File: src/rtl/led_pwm_fader.sv
// PWM output stage for the LED blinker: fades the LED pin up/down instead of
// toggling hard, stepping duty only on PWM period boundaries.
module led_pwm_fader #(
  parameter int PWM_BITS  = 8,
  parameter int STEP_DIV  = 4,
  parameter int STEP_SIZE = 16,
  parameter int DUTY_MAX  = 256
) (
  input  logic                clk,
  input  logic                rst_n,
  input  logic                led_in,
  output logic                led_out,
  output logic [PWM_BITS:0]   duty,
  output logic                busy
);

  localparam int DW = PWM_BITS + 1;
  localparam int SW = (STEP_DIV > 1) ? $clog2(STEP_DIV) : 1;
  localparam logic [DW-1:0] DMAX      = DW'(DUTY_MAX);
  localparam logic [DW-1:0] STEP      = DW'(STEP_SIZE);
  localparam logic [SW-1:0] STEP_LAST = SW'(STEP_DIV - 1);

  typedef enum logic [1:0] {OFF, RAMP_UP, ON, RAMP_DOWN} state_t;

  state_t              state;
  logic                led_in_p0;
  logic [PWM_BITS-1:0] pwm_cnt;
  logic [SW-1:0]       step_cnt;
  logic                boundary;
  logic [DW-1:0]       duty_up;
  logic [DW-1:0]       duty_dn;

  // Saturating step towards full-on; the extra bit keeps the sum from wrapping.
  function automatic logic [DW-1:0] sat_up(input logic [DW-1:0] d);
    logic [DW:0] s;
    s = {1'b0, d} + {1'b0, STEP};
    return (s >= {1'b0, DMAX}) ? DMAX : s[DW-1:0];
  endfunction

  function automatic logic [DW-1:0] sat_dn(input logic [DW-1:0] d);
    return (d <= STEP) ? '0 : d - STEP;
  endfunction

  assign boundary = (pwm_cnt == '1);
  assign duty_up  = sat_up(duty);
  assign duty_dn  = sat_dn(duty);

  always_ff @(posedge clk) begin
    if (!rst_n) begin
      state     <= OFF;
      led_in_p0 <= 1'b0;
      pwm_cnt   <= '0;
      step_cnt  <= '0;
      duty      <= '0;
      led_out   <= 1'b0;
      busy      <= 1'b0;
    end else begin
      // Stage p0: input register and free-running PWM counter
      led_in_p0 <= led_in;
      pwm_cnt   <= pwm_cnt + 1'b1;
      // Stage p1: PWM compare against the duty held for this period
      led_out   <= ({1'b0, pwm_cnt} < duty);

      case (state)
        OFF: begin
          duty <= '0;
          if (led_in_p0) begin
            state    <= RAMP_UP;
            step_cnt <= '0;
            busy     <= 1'b1;
          end
        end
        RAMP_UP: begin
          // A direction change wins over a step falling on the same boundary.
          if (!led_in_p0) begin
            state    <= RAMP_DOWN;
            step_cnt <= '0;
          end else if (boundary) begin
            if (step_cnt == STEP_LAST) begin
              step_cnt <= '0;
              duty     <= duty_up;
              if (duty_up == DMAX) begin
                state <= ON;
                busy  <= 1'b0;
              end
            end else begin
              step_cnt <= step_cnt + 1'b1;
            end
          end
        end
        ON: begin
          duty <= DMAX;
          if (!led_in_p0) begin
            state    <= RAMP_DOWN;
            step_cnt <= '0;
            busy     <= 1'b1;
          end
        end
        RAMP_DOWN: begin
          if (led_in_p0) begin
            state    <= RAMP_UP;
            step_cnt <= '0;
          end else if (boundary) begin
            if (step_cnt == STEP_LAST) begin
              step_cnt <= '0;
              duty     <= duty_dn;
              if (duty_dn == '0) begin
                state <= OFF;
                busy  <= 1'b0;
              end
            end else begin
              step_cnt <= step_cnt + 1'b1;
            end
          end
        end
        default: begin
          state <= OFF;
          busy  <= 1'b0;
        end
      endcase
    end
  end

endmodule

File: config.mk
export PLATFORM = sky130hd
export DESIGN_NAME = led_pwm_fader
export DESIGN_NICKNAME = d
export VERILOG_FILES = /design/src/rtl/led_pwm_fader.sv
export SDC_FILE = /design/constraint.sdc
export NUM_CORES = 1
export LEC_CHECK = 0
export CAP_MARGIN = 10
export CORE_ASPECT_RATIO = 0.7
export CORE_MARGIN = 5
export CORE_UTILIZATION = 55
export CTS_CLUSTER_SIZE = 16
export DETAILED_ROUTE_END_ITERATION = 8
export PLACE_DENSITY = 0.81
export SYNTH_ARGS = -nofsm -noshare
export SYNTH_HDL_FRONTEND = slang
export SYNTH_SLANG_ARGS = --single-unit
File: constraint.sdc
create_clock -name clk -period 3.87 [get_ports clk]
set_input_delay 0.5805 -clock clk [delete_from_list [all_inputs] [get_ports clk]]
set_output_delay 0.5805 -clock clk [all_outputs]
set_load 0.005 [all_outputs]
# After elaboration in Yosys (flattened, before gate mapping)
# Index checks and enable logic that the tools add are counted.
[totals] register_bits=24 input_bits=3
[classes] add_sub_neg=4 magnitude_cmp=3 n_eq_ne=22 muxes=38 n_reduce_logical=6
[op_table] op="9-bit 2-to-1 mux" count=8
[op_table] op="9-bit case mux with 4 select lines" count=1
[op_table] op="2-bit 2-to-1 mux" count=16
[op_table] op="2-bit != test, second input constant" count=10
[op_table] op="3-bit != test, second input constant" count=6
[op_table] op="2-bit case mux with 4 select lines" count=2
[op_table] op="9-bit by 5-bit adder with 10-bit output, second input constant" count=1
[op_table] op="10-bit by 9-bit greater-or-equal comparator with 1-bit output, second input constant" count=1
[op_table] op="1-bit 2-to-1 mux" count=10
[op_table] op="10-bit AND reduction" count=1
[op_table] op="9-bit equality test, second input constant" count=1
[op_table] op="9-bit by 5-bit <= comparator with 1-bit output, second input constant" count=1
[op_table] op="9-bit zero test" count=1
[op_table] op="8-bit by 9-bit less-than comparator with 1-bit output" count=1
[op_table] op="9-bit by 5-bit subtractor with 9-bit output, second input constant" count=1
[op_table] op="8-bit by 1-bit adder with 8-bit output, second input constant" count=1
[op_table] op="8-bit equality test, second input constant" count=1
[op_table] op="8-bit AND reduction" count=1
[op_table] op="2-bit equality test, second input constant" count=3
[op_table] op="6-bit AND reduction" count=1
[op_table] op="1-bit case mux with 4 select lines" count=1
[op_table] op="2-bit by 1-bit adder with 2-bit output, second input constant" count=1
[op_table] op="2-bit by 1-bit equality test with 1-bit output, second input constant" count=1
[op_table] op="2-bit zero test" count=1
[op_table] op="2-bit AND reduction" count=1

# Logic depth before layout (Yosys ltp)
# Gate-level depths: netlist of the first run.
[logic_depth] word_depth=9 mapped_depth=8 mapped_depth_nobuf=7

# Least setup slack after synthesis of the first run
# OpenSTA, ideal clock, no wires.
[synth_path] kind="flip-flop to flip-flop" start="register duty[4]" end="register state[0]" arrival_ns=2.128 slack_ns=1.618 stages_incl_launch_ff=9 n_path_buf=1 synth_period_minus_slack_ns=2.252 path_cell_list="dfxtp_1 -> clkbuf_2 -> inv_1 -> ha_1 -> xor2_1 -> nor4b_1 -> o32ai_1 -> a311oi_2 -> mux2_1"
[synth_via] elab_chain_len=6 word_cells_on_any_way=11
[synth_lines] element="start: declaration" line_no="13" source="output logic [PWM_BITS:0] duty,"
[synth_lines] element="start signal: assignment" line_no="81" source="duty <= duty_up;"
[synth_lines] element="start signal: assignment" line_no="106" source="duty <= duty_dn;"
[synth_lines] element="9-bit by 5-bit adder with 10-bit output" line_no="36" source="s = {1'b0, d} + {1'b0, STEP};"
[synth_lines] element="10-bit by 9-bit greater-or-equal comparator with 1-bit output" line_no="37" source="return (s >= {1'b0, DMAX}) ? DMAX : s[DW-1:0];"
[synth_lines] element="9-bit 2-to-1 mux" line_no="37"
[synth_lines] element="9-bit equality test" line_no="82" source="if (duty_up == DMAX) begin"
[synth_lines] element="3-bit != test (no line)"
[synth_lines] element="8-bit AND reduction (no line) (*)"
[synth_lines] element="end signal: assignment" line_no="50" source="state <= OFF;"
[synth_lines] element="end signal: assignment" line_no="83" source="state <= ON;"
[synth_lines] element="end signal: assignment" line_no="94" source="state <= RAMP_DOWN;"
[synth_lines] element="end: declaration" line_no="25" source="state_t state;"
# Every way passes the cells marked *; elsewhere a longest branch is shown, timed or not.
# A chain may end at the register's enable or synchronous reset.

# Worst setup path in the final report of the first run
# Ends and elaborated chain as after synthesis.

==> results of run 1 <==
[sequential cells by signal, indices dropped and copies added, names as in the netlist]
| signal | flops |
|---|---|
| step_cnt | 2 |
| state | 2 |
| busy | 1 |
| led_out | 1 |
| led_in_p0 | 1 |
| pwm_cnt | 8 |
| duty | 9 |
[placed cells by master (no fill, tap or decap), types with 2 or more instances in the layout]
master / instances
dfxtp_1: 24
nor2_1: 23
ha_1: 16
inv_1: 14
clkdlybuf4s50_1: 13
nand2_1: 12
o21ai_0: 7
nand3_1: 6
a21oi_1: 6
xnor2_1: 6
mux2i_1: 5
o211a_1: 5
nand4_1: 4
xor2_1: 4
a211oi_1: 3
and2_1: 3
clkbuf_8: 3
nand3b_1: 2
and3_1: 2
a31oi_1: 2
a21o_1: 2
o31ai_1: 2
a211o_1: 2
nor4b_1: 2
nand2b_1: 2
a22oi_1: 2
[report_power, final]
| part | leakage (nW) | switching, mW | total (mW) | internal (mW) |
|---|---|---|---|---|
| clock network | 0.0357 | 0.0806 | 0.219 | 0.138 |
| registers | 0.195 | 0.0302 | 0.301 | 0.271 |
| logic | 0.487 | 0.205 | 0.347 | 0.143 |
| total | 0.718 | 0.315 | 0.867 | 0.552 |
[synth_stat cells (all sizes together) (2+ instances only)]
cell    instances
clkbuf          4
inv            14
xnor2           6
nor2           23
mux2i           5
a211oi          3
o31ai           2
a211o           2
nand3           7
nand2          12
nand4           4
o211a           5
a21oi           6
nand2b          2
xor2            4
a21o            2
nor3            2
nor4            2
ha             16
o21ai           8
nand3b          2
and3            2
nor4b           2
dfxtp          24
a31oi           2
and2            3
buf             4
a22oi           2
[critical path, delay by kind of cell, from the launching register on]
family / cells / cell delay [ps]
AOI/OAI and AO/OA: 2 / 590
xor gates and xnor gates: 1 / 170
adders and majority gates: 1 / 300
buffers and inverters: 1 / 160
DFF: 1 / 540
muxes: 1 / 360
and+or+nand+nor: 1 / 330
[per-layer routing]
layer	wire length, um	global-route usage (%)
met3	335	6.159
met5	0	0
met2	1700	30.27
met4	28	3.807
met1	1702	26.15
[path summary, 6_finish.rpt]
path / slack [ps] / endpoint / from
worst max-delay path: 1310 / state[0] / duty[4]
worst min-delay path: 470 / busy / busy
worst max register to register: 1310 / state[0] / duty[4]
worst min register to register: 470 / busy / busy
[metrics by stage]
step	hold WS (ps)	util [%]	setup slack, ps	cell area (um^2)
6_report	469.1	64.41	1307	1818
5_1_grt	487.0	64.41	1056	1818
3_3_place_gp	442.1	61.88	1482	1747
4_1_cts	470.5	64.41	1317	1818
3_5_place_dp	454.5	61.88	1367	1747
2_1_floorplan	438.3	-	1618	1623
[layout make-up]
| cell class | count | area [um^2] |
|---|---|---|
| clock buffers | 3 | 41.29 |
| clock inverters | 1 | 30.03 |
| fillers | 242 | 1005 |
| inverters | 14 | 52.55 |
| multi-input cells | 143 | 1039 |
| flip-flops and latches | 24 | 480.5 |
| well taps | 36 | 45.04 |
| repair buffers | 13 | 130.1 |
[kinds of logic after synthesis]
logic type               count (synthesis)  share of synthesized area (%)
AND/OR/NAND/NOR                         68                          22.28
adder cells (fa/ha/maj)                 16                          12.34
AO/OA/AOI/OAI                           43                          20.20
multiplexers                             6                          3.778
flip-flops                              24                          29.61
XOR/XNOR                                10                          5.397
buffers and inverters                   22                          6.399
==> flow_summary_export.csv, run 1 <==
group,metric,value,unit
final_layout,syn2layout_area_growth,12.03,%
timing,fmax,0.3901,GHz
synth,synth_ff_type,"dfxtp_1",
worst_setup_path,crit_slowest_cell,"dfxtp_1",
timing,slew_headroom,25.66,%
clocking,clkSinkCount,24,
floorplanning,num_rows,16,
placement,dp_hpwl,2.818,mm
routing,routed_via_density,6.090,
worst_setup_path,crit_required,4030,ps
final_layout,drive_gt1_share,5.051,%
floorplanning,num_io_pins,14,
final_layout,finalNonFillerCells,234,
pwr,vdd_ir_drop_max,0.3031,mV
clocking,cts_setup_buffers,0,
timing,setup_tns,0,ps
outcome,status,"finished clean",
global_route,overflow,0,
min_path,hp-class,"reg2reg",
routing,drc,0,
timing,period_share,66.24,%
floorplanning,die_y,55.45,um
clocking,ctsHoldBuffers,0,
worst_setup_path,crit_path_max_fanout,10,
synth,ys_top_cells_by_area,"dfxtp_1 (30%), ha_1 (12%), nor2_1 (5.3%), inv_1 (3.2%), xnor2_1 (3.2%)",
global_route,grt_usage,19.43,%
timing,min_period,2563,ps
min_path,whs_path_depth,2,
worst_setup_path,worstRegToRegCells,7,
synth,synth.cell_area,1623,um^2
timing,worst_slew_pin_slew,1115,ps
pwr,pwr_density_cell,477.0,nW/um^2
synth,async_reset_ff_share,0,%
synth,ys_ff_latch,24,
run,cap_violations,0,
synth,synth_cells,189,
synth,synth.avg_cell_area,8.586,um^2
placement,io_buffers,13,
routing,ant_nets,0,
worst_setup_path,path_cells,"inv_1 > ha_1 > xor2_1 > nor4b_1 > o32ai_1 > a311oi_2 > mux2_1",
clocking,insertion_delay,270,ps
clocking,clock-root-buffer,"clkbuf_8",
timing,rsz0062_at_grt,"no",
clocking,cts_buffers,3,
worst_setup_path,cp.arrival,2720,ps
global_route,first_global_vias,1406,
worst_setup_path,endpoint_kind,"register",
routing,routed_wl,3.766,mm
floorplanning,core-area,2823,um^2
routing,vias,1425,
worst_setup_path,worstSetupPathType,"reg2reg",
synth,syn_nets,208,
global_route,antenna_found_initial,0,
pwr,p_total,867.1,uW
clocking,cts.clk_slew.worst_paths,80,ps
synth,seq_area_frac_synth,29.61,%
clocking,cts_buffer_depth,2,
synth,synth-edff-count,0,
synth,synthDistinctLibCells,54,
clocking,cts-htree-levels,1,
routing,avgRoutedWirePerCell,16.09,um
timing,setup_viol,0,
floorplanning,die_w,74.93,um
placement,numPlacedInstances,230,
floorplanning,dieArea,4154,um^2
global_route,grt_max_degree,16,
clocking,ctsResizeCount,0,
pwr,p_leak,0.7181,nW
routing,drtPass1Iterations,4,
floorplanning,start_util,57.49,%
placement,globalplace.congestion,0.8573,
timing,skew,1.012,ps
timing,hold_violations,0,
final_layout,n_antenna_cell,0,
global_route,grt_pass1_wl,6.479,mm
timing,final-max-slew-violation-count,0,
synth,yosysWarnings,0,
clocking,cts_tree,"yes",
worst_setup_path,critPathMaxStageDelay,540,ps
synth,yosys.area.top_type_share,29.61,%
routing,drt_iter0_drc,167,
synth,yosysTopAreaCell,"dfxtp_1",
final_layout,final_nets,218,
worst_setup_path,worstSetupStartpointType,"register",
Power figures use the tool's default switching activity.
==> run 2, diff against run 1 <==
Clock period 3.87 ns to 2.42 ns, I/O delays scaled along.
==> flow_summary_export.csv, run 2 (same netlist as run 1, synthesis figures left out) <==
group,metric,value,unit
outcome,status,"finished clean",
pwr,clock_power_share,17.0,%
worst_setup_path,rr_endpoint,"state[0]",
clocking,cts_tree,"yes",
floorplanning,die_y,55.45,um
timing,slew_headroom,63.57,%
global_route,grt_max_degree,16,
final_layout,regMostFlops,"duty",
global_route,grtUsageMet2,30.77,%
run,cap_violations,0,
global_route,first_global_vias,1406,
pwr,pwr-share-comb,48.3,%
timing,min_period,2285,ps
global_route,antenna_found_initial,0,
global_route,grt.met3_usage,4.167,%
routing,routed_via_density,6.176,
clocking,cts_buffer_depth,2,
clocking,clkSinkCount,24,
final_layout,drive_gt1_share,7.389,%
pwr,p_leak,0.7332,nW
worst_setup_path,worstSetupStartpointType,"register",
pwr,pwr_density_cell,730.3,nW/um^2
floorplanning,num_io_pins,14,
placement,io_buffers,13,
timing,worst_slew_pin_slew,545.6,ps
clocking,ctsHoldBuffers,0,
global_route,grtUsageMet1,27.46,%
timing,rsz0062_at_grt,"no",
final_layout,final_common_cell,"dfxtp_1",
final_layout,layout_common_cells,"dfxtp_1 (24), nor2_1 (23), ha_1 (16), inv_1 (14), clkdlybuf4s50_1 (13)",
final_layout,n_antenna_cell,0,
pwr,p_int,816.6,uW
placement,dp_hpwl,2.873,mm
floorplanning,die_w,74.93,um
global_route,top_usage_layer,"met2",
timing,hold_violations,0,
global_route,overflow,0,
clocking,clock-root-buffer,"clkbuf_8",
routing,ant_nets,0,
worst_setup_path,crit_required,2560,ps
placement,globalplace.congestion,0.8857,
worst_setup_path,worstSetupPathType,"reg2reg",
global_route,grt_usage,19.72,%
min_path,holdCritStartpoint,"busy",
worst_setup_path,crit_path_max_fanout,7,
timing,final-max-slew-violation-count,0,
routing,drtPass1Iterations,4,
worst_setup_path,endpoint_kind,"register",
timing,skew,10.66,ps
worst_setup_path,critical_path.startpoint,"duty[5]",
final_layout,largest_reg_flops,9,
clocking,ctsResizeCount,0,
clocking,cts_buffers,3,
floorplanning,dieArea,4154,um^2
timing,setup_viol,0,
pwr,pwr-share-seq,34.6,%
routing,vias,1476,
final_layout,reg_top3,"duty (9), pwm_cnt (8)",
floorplanning,core-area,2823,um^2
worst_setup_path,cp.arrival,2430,ps
worst_setup_path,r2r_start,"duty[5]",
routing,drc,0,
worst_setup_path,crit_path_end,"state[0]",
global_route,grt_pass1_wl,6.534,mm
timing,period_share,94.40,%
routing,avgRoutedWirePerCell,16.58,um
clocking,insertion_delay,260,ps
final_layout,final_nets,224,
worst_setup_path,worstRegToRegCells,7,
final_layout,syn2layout_area_growth,12.95,%
timing,setup_tns,0,ps
pwr,vdd_ir_drop_max,0.5448,mV
min_path,hp-class,"reg2reg",
pwr,p_sw_share,39.00,%
pwr,netSwitchingPower,522.0,uW
routing,routed_wl,3.963,mm
floorplanning,num_rows,16,
worst_setup_path,r2r_slack,140,ps
floorplanning,start_util,57.49,%
timing,fmax,0.4377,GHz
clocking,cts.clk_slew.worst_paths,80,ps
clocking,cts-htree-levels,1,
routing,drt_iter0_drc,163,
final_layout,utilization,64.94,%
==> run 2: through the flow <==
stage | std cells | cell area, um^2 | power [mW] | worst slack, ps | hold WS [ps]
floorplan | 189 | 1623 | 0.8845 | 168.3 | 438.3
global placement | 235 | 1784 | 1.050 | 230.0 | 439.9
detailed placement | 235 | 1784 | 1.079 | 112.4 | 446.2
CTS | 238 | 1826 | 1.315 | 64.65 | 457.3
global route | 239 | 1833 | 1.407 | 16.60 | 499.5
finish | 239 | 1833 | 1.339 | 135.5 | 458.1
==> run 2: layout make-up <==
type                            count  area, um^2
Inverter                           14       52.55
Sequential cell                    24       480.5
Clock buffer                        3       41.29
Tap cell                           36       45.04
Timing Repair Buffer               19       175.2
Multi-Input combinational cell    143        1039
Fill cell                         243       989.7
==> run 2: how the worst min path moves through the flow <==
| stage | end | slack [ps] | cells past startpoint |
|---|---|---|---|
| 3_3_place_gp | busy | 440 | 2 |
| 6_report | busy | 460 | 2 |
| 4_1_cts | busy | 460 | 2 |
| 3_5_place_dp | busy | 450 | 2 |
| 2_1_floorplan | pwm_cnt[0] | 440 | 1 |
| 5_1_grt | busy | 500 | 2 |
==> run 2: layer usage <==
| metal | routed length [um] | vias to the layer above |
|---|---|---|
| li1 | - | 711 |
| met1 | 1839 | 698 |
| met2 | 1764 | 59 |
| met3 | 292 | 8 |
| met4 | 68 | 0 |
| met5 | 0 | - |
==> run 2: power by group through the flow <==
| stage | combinational (mW) | clock, mW | sequential, mW |
|---|---|---|---|
| after floorplan | 0.414 | 0 | 0.471 |
| after global placement | 0.580 | 0 | 0.470 |
| after detailed placement | 0.607 | 0 | 0.472 |
| after CTS | 0.616 | 0.236 | 0.463 |
| after global routing | 0.690 | 0.249 | 0.468 |
| final | 0.647 | 0.228 | 0.463 |
==> run 2: timing repair <==
| item | CTS | global route |
|---|---|---|
| buffers inserted | 0 | 1 |
| endpoints found under the setup margin | 0 | 1 |
| endpoints found under the hold margin | 0 | 0 |
==> run 2: worst max-delay path, stage by stage (launching register included) <==
cell and delay (ps):
dfxtp_1 440, inv_1 90, ha_1 270, xor2_1 180
nor4b_1 340, o32ai_1 180, a311oi_2 310, mux2_1 350
==> RTL change (flow settings as in run 2) <==
The parameter `PWM_BITS` goes from 8 to 7.
--- a/src/rtl/led_pwm_fader.sv
+++ b/src/rtl/led_pwm_fader.sv
@@ -3,3 +3,3 @@
 module led_pwm_fader #(
-  parameter int PWM_BITS  = 8,
+  parameter int PWM_BITS  = 7,
   parameter int STEP_DIV  = 4,
Interface: changed (resized duty); port bits go from 14 to 13. No check against the original RTL was run, so the function may have changed too.
==> RTL change against run 2 <==
Synthesized area decreased by 23%; synthesized cell count decreased by 26%; utilization increased by 1.9 points; setup slack improved by 250 ps; via count decreased by 33%; count of clock-buffer cells in the layout increased by 1; maximum frequency increased by 12%; routed wire length decreased by 40%; sequential cell count decreased by 2; highest routed layer unchanged; design area decreased by 21%; sequential share of layout area increased by 4.4 points.
Power is not compared: it rests on default switching activity, and its combinational part moved more than twofold at a synthesized area within 25%.
==> RTL change: results (changes against run 2) <==
- 1st-iter DRT viols: 28 (-83%)
- Routing usage on met3: 0.0545 (+0.0129)
- Post-synthesis cell type count: 37 (-31%)
- Hold EP: step_cnt[0]
- Filler instances: 187 (-23%)
- Hold wc startpoint: step_cnt[0]
- Routed wl met2: 1040 um (-41%)
- Hold path depth: 2 (unchanged)
- # clk buffers: 4 (+1)
- Post-DP HPWL: 1920 um (-33%)
- DRT Wirelength: 2390 um (-40%)
- Post-DP Area: 1400 sq um (-21%)
- Crit path DAT: 2280 ps (-150 ps)
- Syn avg cell area: 8.93 sq um (+4.0%)
- Worst Tran Pin Value: 404 ps (-142 ps)
- Status: completed
- Pin count of the biggest net entering global routing: 13 (-3)
- Non-CTS buffers: 13 (-6)
- Placed Instances: 182 (-23%)
- RR Startpoint: state[1]
- Fin cells: 186 (-22%)
- Syn_nets: 158 (-24%)
- CP Max Fanout: 5 (-2)
- Largest regs: duty: 8 flops, pwm_cnt: 7 flops
- Slowest CP cell: or3b_4
- DR WL met3: 111 um (-62%)
- Delay-heaviest family, CP: simple AND/OR/NAND/NOR gates
- Gr usage total: 0.167 (-0.0299)
- Register area share after synthesis: 0.352 (+0.0563)
- Post-Place Setup Slack: 427 ps (+314 ps)
- Reg area: 440 sq um (-8.3%)
- R2R Setup Slk: 390 ps (+250 ps)
- Fmax: 492 MHz (+12%)
- Root buffer cell: clkbuf_4
- Multi-input combinational area share: 0.524 (-0.0427)
- GRT met2 Usage: 0.250 (-0.0577)
- Nets@finish: 173 (-23%)
- Clock transition at path regs: 120 ps (+40 ps)
- Inverters: 11 (-3)
- Share of post-route cells with drive strength above 1: 0.0909 (+0.0170)
- CTS Sinks: 22 (-8.3%)
- Routability cong.: 0.841 (-5.1%)
- FF-to-FF End: duty[4]
- Worst-Skew Late Latency: 310 ps (+50 ps)
- Fin Hold WS: 481 ps (+23.3 ps)
- R2R cell count: 6 (-1)
- Mapped Cells: 140 (-26%)
- Wl on met1: 1210 um (-34%)
- Via count of the first global-routing pass: 943 (-33%)
[RTL change: changes by cell type in the layout (fill, tap and decap cells not counted), sizes merged, moves of 5 or more]
cell,delta
buf,-5
nor2,-11
o211a,-5
nand2,+6
[RTL change: where the power goes]
part	total (mW)	internal, mW	switching, mW	leakage, nW
Clock	0.199	0.0920	0.107	0.0210
Sequential	0.413	0.390	0.0237	0.179
Combinational	0.266	0.122	0.145	0.360
Total	0.878	0.604	0.275	0.560
[RTL change: stage by stage]
step	utilization	power, mW
global placement	0.652	0.671
CTS	0.668	0.888
floorplan	-	0.612
finish	0.668	0.878
global route	0.668	0.945
detailed placement	0.652	0.688
[RTL change: logic make-up after synthesis]
| group | Yosys count | share of synthesized area |
|---|---|---|
| and+or+nand+nor | 52 | 0.224 |
| AOI/OAI and AO/OA | 27 | 0.148 |
| DFF | 22 | 0.352 |
| adders and majority gates | 15 | 0.150 |
| buffers and inverters | 14 | 0.0440 |
| muxes | 6 | 0.0531 |
| xor gates and xnor gates | 4 | 0.0280 |
